===== src/rtl/alu_pkg.sv =====
// Shared constants, opcodes and FSM state type for the ALU sequencing controller.
// Opcode values double as indices into the function-unit enable vector.
package alu_pkg;

  localparam int WIDTH = 4;
  localparam int NFUNC = 16;
  localparam int OPW   = 4;

  typedef logic [OPW-1:0] alu_op_t;

  localparam alu_op_t OP_ADD   = 4'd0;
  localparam alu_op_t OP_SUB   = 4'd1;
  localparam alu_op_t OP_AND   = 4'd2;
  localparam alu_op_t OP_OR    = 4'd3;
  localparam alu_op_t OP_XOR   = 4'd4;
  localparam alu_op_t OP_NOT   = 4'd5;
  localparam alu_op_t OP_SHL   = 4'd6;
  localparam alu_op_t OP_SHR   = 4'd7;
  localparam alu_op_t OP_INC   = 4'd8;
  localparam alu_op_t OP_DEC   = 4'd9;
  localparam alu_op_t OP_NAND  = 4'd10;
  localparam alu_op_t OP_NOR   = 4'd11;
  localparam alu_op_t OP_XNOR  = 4'd12;
  localparam alu_op_t OP_PASSA = 4'd13;
  localparam alu_op_t OP_PASSB = 4'd14;
  localparam alu_op_t OP_NEG   = 4'd15;

  typedef enum logic [1:0] {
    IDLE  = 2'd0,
    DRIVE = 2'd1,
    HOLD  = 2'd2
  } alu_ctl_state_t;

endpackage


===== src/rtl/onehot_dec.sv =====
// Binary-to-one-hot decoder with enable.
// All outputs are low whenever en is low.
module onehot_dec #(
  parameter int SELW = 4,
  parameter int NOUT = 16
) (
  input  logic            en,
  input  logic [SELW-1:0] sel,
  output logic [NOUT-1:0] y
);

  always_comb begin
    y = '0;
    for (int i = 0; i < NOUT; i++) begin
      if (en && (sel == SELW'(i))) y[i] = 1'b1;
    end
  end

endmodule


===== src/rtl/alu_op_controller.sv =====
// Sequencer around the 16-unit ALU: accept request, enable one unit for a
// settle window, then capture result plus flags until the consumer takes it.
module alu_op_controller
  import alu_pkg::*;
#(
  parameter int WIDTH  = alu_pkg::WIDTH,
  parameter int NFUNC  = alu_pkg::NFUNC,
  parameter int SETTLE = 1
) (
  input  logic             clk,
  input  logic             rst_n,
  input  logic             in_valid,
  output logic             in_ready,
  input  logic [3:0]       in_op,
  input  logic [WIDTH-1:0] in_a,
  input  logic [WIDTH-1:0] in_b,
  output logic [WIDTH-1:0] fu_a,
  output logic [WIDTH-1:0] fu_b,
  output logic [NFUNC-1:0] fu_en,
  input  logic [WIDTH-1:0] fu_result,
  input  logic             fu_carry,
  output logic             out_valid,
  input  logic             out_ready,
  output logic [WIDTH-1:0] out_result,
  output logic [3:0]       out_op,
  output logic             out_zero,
  output logic             out_carry
);

  localparam logic [2:0] CNT_LOAD = 3'(SETTLE - 1);

  alu_ctl_state_t state_q, state_d;
  logic [2:0]     cnt_q;
  logic [3:0]     op_q;
  logic           accept;
  logic           capture;

  always_comb begin
    state_d = state_q;
    accept  = 1'b0;
    capture = 1'b0;
    unique case (state_q)
      IDLE: begin
        if (in_valid) begin
          accept  = 1'b1;
          state_d = DRIVE;
        end
      end
      DRIVE: begin
        if (cnt_q == 3'd0) begin
          capture = 1'b1;
          state_d = HOLD;
        end
      end
      HOLD: begin
        if (out_ready) state_d = IDLE;
      end
      default: state_d = IDLE;
    endcase
  end

  always_ff @(posedge clk or negedge rst_n) begin
    if (!rst_n) begin
      state_q <= IDLE;
      cnt_q   <= 3'd0;
      op_q    <= 4'd0;
      fu_a    <= '0;
      fu_b    <= '0;
    end else begin
      state_q <= state_d;
      if (accept) begin
        cnt_q <= CNT_LOAD;
        op_q  <= in_op;
        fu_a  <= in_a;
        fu_b  <= in_b;
      end else if (state_q == DRIVE && cnt_q != 3'd0) begin
        cnt_q <= cnt_q - 3'd1;
      end
    end
  end

  always_ff @(posedge clk or negedge rst_n) begin
    if (!rst_n) begin
      out_result <= '0;
      out_op     <= 4'd0;
      out_zero   <= 1'b1;
      out_carry  <= 1'b0;
    end else if (capture) begin
      out_result <= fu_result;
      out_op     <= op_q;
      out_zero   <= (fu_result == '0);
      out_carry  <= fu_carry;
    end
  end

  assign in_ready  = (state_q == IDLE);
  assign out_valid = (state_q == HOLD);

  // Enable derives only from registered state and opcode, so it cannot glitch
  // with the requester's inputs and drops asynchronously on reset.
  onehot_dec #(
    .SELW (4),
    .NOUT (NFUNC)
  ) u_dec (
    .en  (state_q == DRIVE),
    .sel (op_q),
    .y   (fu_en)
  );

endmodule


===== config.mk =====
export PLATFORM = sky130hd
export DESIGN_NAME = alu_op_controller
export DESIGN_NICKNAME = d
export VERILOG_FILES = /design/src/rtl/alu_pkg.sv /design/src/rtl/onehot_dec.sv /design/src/rtl/alu_op_controller.sv
export SDC_FILE = /design/constraint.sdc
export NUM_CORES = 1
export LEC_CHECK = 0
export CAP_MARGIN = 15
export CORE_MARGIN = 3
export CORE_UTILIZATION = 40
export CTS_CLUSTER_DIAMETER = 40
export CTS_CLUSTER_SIZE = 40
export DETAILED_ROUTE_END_ITERATION = 8
export PLACE_DENSITY = 0.88
export SYNTH_ARGS = -nofsm -noshare
export SYNTH_HDL_FRONTEND = slang
export SYNTH_HIERARCHICAL = 1
export SYNTH_SLANG_ARGS = --single-unit

===== constraint.sdc =====
create_clock -name clk -period 2 [get_ports clk]
set_clock_uncertainty 0.15 [all_clocks]
set_input_delay 0.4 -clock clk [delete_from_list [all_inputs] [get_ports clk]]
set_output_delay 0.4 -clock clk [all_outputs]
set_load 0.005 [all_outputs]

# Yosys cells after proc, flatten, opt, wreduce, memory -nomap -nowiden
# Index checks and enable logic that the tools add are counted.
# classes
n_reduce_logical,24
muxes,26
n_eq_ne,20
n_addsub,1
# op_table
op,count
$eq A4 B4 Y1 const B,8
$mux W1,20
$logic_and A1 B1 Y1,17
$eq A4 B3 Y1 const B,4
$eq A4 B2 Y1 const B,2
$logic_not A4 Y1,2
$mux W2,3
$mux W3,2
$pmux W2 S3,1
$eq A4 B1 Y1 const B,1
$ne A2 B2 Y1 const B,2
$logic_not A3 Y1,1
$reduce_and A3 Y1,1
$reduce_bool A3 Y1,1
$sub A3 B1 Y3 const B,1
$eq A2 B1 Y1 const B,1
$eq A2 B2 Y1 const B,1
$logic_not A2 Y1,1
$ne A2 B1 Y1 const B,1
$reduce_bool A2 Y1,1
# totals
register_bits,27

# Logic depth before layout (Yosys ltp)
# logic_depth
depth_word,4
depth_mapped,7
ltp_nobuf,6

# Modules after synthesis
# Netlist, hierarchy kept.
# by_module_without_submodules
mod,seq_area_each_um2,cells_each,area_each_um2,instances
alu_op_controller,676.9,70,1061.0,1
onehot_dec,0.0,23,117.6,1

# Least setup slack after synthesis
# No wires, ideal clock.
# synth_path
kind,reg-to-output
startpoint,register state_q[0]
endpoint,output fu_en[0]
arrival_time_ns,1.144
path_buffers,0
path_stages_with_launch,4
setup_slack_ns,0.306
t_required_ns,1.450
cell_sequence,dfrtp_1 nor2b_1 or3b_4 nor3_2
# synth_via
elab_chain_cells,3
# synth_rtl
item,line_no,text
start: declaration,alu_op_controller.sv:32,"alu_ctl_state_t state_q, state_d;"
start signal: assignment,alu_op_controller.sv:70,state_q <= state_d;
$eq A2 B1 Y1,alu_op_controller.sv:105,".en (state_q == DRIVE),"
$logic_and A1 B1 Y1,onehot_dec.sv:15,if (en && (sel == SELW'(i))) y[i] = 1'b1;
$mux W1,onehot_dec.sv:15,
end: declaration,alu_op_controller.sv:19,"output logic [NFUNC-1:0] fu_en,"
# No other way between the ends.

# Worst setup path after layout
# layout_path
startpoint,register state_q[1]
endpoint,output fu_en[1]
# Same word-level chain as after synthesis.

==> key figures <==
Critical path
  – Worst EP arrival: between 1.5 and 2 ns
  – Cell Chain, Critical Path: nor2b_2 -> or3b_4 -> buf_4 -> nor2_2 -> buf_2
  – Launching element type of the critical path: flip-flop
  – Critical Path End Type: primary output
  – Slowest cell on the critical path: sky130_fd_sc_hd__dfrtp_1
  – Type of the worst setup path: flip-flop to primary output
  – Crit path largest cell delay: 0.43 ns
  – CP required: 1.45 ns
  – Critical-path maximum fanout: 3
  – R2R Setup Slk: 0.22 ns

CTS
  – Clock tree from TritonCTS: yes
  – Largest buffer count on any clock path: 2
  – Clock slew at the register clock pins of the worst setup and hold paths: 0.14 ns
  – Number of sinks on the clock net: 27
  – Number of buffers inserted by hold repair at cts: 0
  – Insertion delay to the later sink of the worst-skew pair: 0.32 ns
  – Clock tree root buffer cell: sky130_fd_sc_hd__clkbuf_4
  – Clock buffer count from CTS: 3
  – H-tree lvl count: 1

Route
  – Detailed Routing Iterations Pass 1: 4
  – Final WL: 3206 um
  – Total number of vias: 1029
  – Via density per instance: 5.094
  – First DRT Iteration DRCs: 19
  – Routed Antenna Nets: 0
  – Routed length per instance: between 15 and 20 um
  – DRC errors left: 0

Global route
  – First-pass GRT wire length: 5009 um
  – Largest net degree at the start of global routing: 28
  – Number of antenna violations at the first check in global routing: 0
  – Total grt overflow: 0
  – Number of global-route vias before repair: about 1100
  – Combined global-route utilization of all metal layers: roughly a fifth

Synthesis
  – Top-area cell type share of the netlist area: 55.20%
  – Register bit total from synthesis: 27
  – Ranking of synthesized cells by area: sky130_fd_sc_hd__dfrtp_1 55%, sky130_fd_sc_hd__mux2_1 16%, sky130_fd_sc_hd__nor2_1 4.1%
  – EDFF count, synth: 0
  – Library cell with the largest summed area after synthesis: sky130_fd_sc_hd__dfrtp_1
  – Commonest cells in the synthesized netlist: 26 x sky130_fd_sc_hd__dfrtp_1, 17 x sky130_fd_sc_hd__mux2_1, 13 x sky130_fd_sc_hd__nor2_1
  – Post-Syn Instances: 93
  – Synthesized cell area: 1179 um2
  – Number of library cell types mapped by synthesis: 23
  – Post-synthesis area per instance: 12.67 um2
  – Prevailing post-synth register cell: sky130_fd_sc_hd__dfrtp_1
  – Leading cell type by number of instances after synthesis: sky130_fd_sc_hd__dfrtp_1
  – Yosys Warn Count: 6
  – Sequential-to-total area share from yosys stat: 57.43%
  – Post-synth ARST share: 100.0%
  – Mapped Nets: around 120

STA
  – Final setup violation count: 14
  – Worst-case setup margin in the final layout: -0.2175 ns
  – Unrepaired setup endpoints after global routing: yes
  – Ratio of final minimum period to clock period: 110.9%
  – Post-route worst hold slack: 0.2667 ns
  – Period minus WS final: 2.217 ns
  – Total count of max-transition violations in the final report: 0
  – Number of hold-slack violations in the final timing report: 0
  – Max Clock Freq: ~450 MHz
  – Slew Limit Headroom: 77.49%
  – Slew at the pin with the worst max-slew slack: 0.3377 ns

Finish
  – Area added between synthesis and finish: 64.12%
  – Number of non-filler instances in the completed layout: 202
  – Final core utilization: a little over two thirds
  – Final Net Count: 195
  – # diodes: 0
  – Share of final-layout standard cells stronger than drive strength 1: 35.67%

Placed design
  – Weighted congestion reported at the end of routability-driven placement: 0.7218
  – Cell Count Post-Placement: 188
  – Detailed Place HPWL: 2366 um
  – Input/output buffers: between 50 and 60

Floorplanning
  – Number of rows in the core area: 19
  – Count of boundary I/O pins: 57
  – Die outline width: roughly 60 um
  – Die outline area: 3634 um2
  – Starting density of the core: a little over two fifths
  – Placeable Area: 2781 um2
  – Vertical die dimension: about 60 um

Min path
  – Worst min-delay path class: input port to asynchronous set/reset pin

Run
  – Total of max-cap violations: 0

Run status
  – Violations in the final reports: negative setup slack
  – Run status: finished, violations left

Pwr
  – Cell leakage power: 0.8729 nW
  – Total power divided by cell area: about 1500 nW/um2
  – Worst VDD drop: roughly 1.1 mV
-- layer usage --
| metal | vias up | wire length [um] | share of wire (%) | track usage (%) |
|---|---|---|---|---|
| li1 | 480 | - | - | - |
| met1 | 509 | 1171 | 37 | 21.78 |
| met2 | 34 | 1797 | 56 | 33.18 |
| met3 | 6 | 191 | 6.0 | 4.968 |
| met4 | 0 | 46 | 1.4 | 8.228 |
| met5 | - | 0 | 0 | 0 |
-- critical path: cells and delay by family (launching register included) --
family,cells,cell delay [ns]
AND/OR/NAND/NOR,3,0.63
buffers and inverters,2,0.29
flip-flops,1,0.43
-- cell families after synthesis --
| kind of cell | count (synthesis) | share of synthesized area (%) |
|---|---|---|
| multiplexers | 22 | 20.91 |
| adder cells (fa/ha/maj) | 2 | 2.123 |
| AND/OR/NAND/NOR | 32 | 15.29 |
| AO/OA/AOI/OAI | 4 | 1.911 |
| flip-flops | 27 | 57.43 |
| buffers and inverters | 6 | 2.335 |
-- state kept, by name (all words and copies together), names as in the netlist --
register and count:
op_q 4, out_result 4, out_zero 1, fu_b 4
out_op 4, cnt_q 3, fu_a 4, state_q 2
out_carry 1
-- layout by cell type (no fill, tap or decap), drive strengths merged --
cell type,instances
clkbuf,3
clkinv,1
dfstp,1
mux2,21
nor2,13
ha,2
dfrtp,26
nand3,1
o21ai,2
nor3,4
mux2i,1
nand2,2
nand3b,3
or4,1
nand2b,4
nor2b,1
nor3b,1
inv,4
or3b,2
dlygate4sd2,2
buf,36
o22ai,2
clkdlybuf4s50,38
-- path summary, 6_finish.rpt --
check,end,cells past startpoint,start
min in group clk,out_zero,2,out_zero
hold reg to reg,out_zero,2,out_zero
hold / removal,fu_b[2],2,rst_n
setup / recovery,fu_en[1],5,state_q[1]
setup reg to reg,cnt_q[2],6,cnt_q[0]
max in group asynchronous,out_zero,2,rst_n
-- layout make-up --
type	instances	area (um2)
Timing Repair Buffer	76	635.6
Clock buffer	3	22.52
Multi-Input combinational cell	60	538.0
Inverter	4	15.01
Clock inverter	1	5.005
Fill cell	196	847.1
Tap cell	31	38.79
Sequential cell	27	679.4
-- through the flow --
stage               TNS, ns  instance area, um2  total power (W)  worst slack (ns)
floorplan                 0                1179         0.001600            0.3057
global placement    -0.2462                1841         0.002347          -0.08276
detailed placement  -0.8359                1841         0.002445           -0.1379
CTS                  -2.174                1897         0.002757           -0.2186
global route         -2.786                1934         0.003064           -0.2929
finish               -1.729                1934         0.002860           -0.2175
-- report_power, final --
part,internal (W),switching [W]
combinational,0.000946,0.000635
sequential,0.000833,0.000213
clock,0.0000751,0.000157
total,0.00185,0.00101
-- repair_timing --
item,CTS,global route
pin swaps,10,7
gates resized for setup,66,19
setup buffers,9,1
endpoints found under the hold margin,0,0
endpoints found under the setup margin,18,16
No activity file was read; power rests on OpenSTA's default activity.
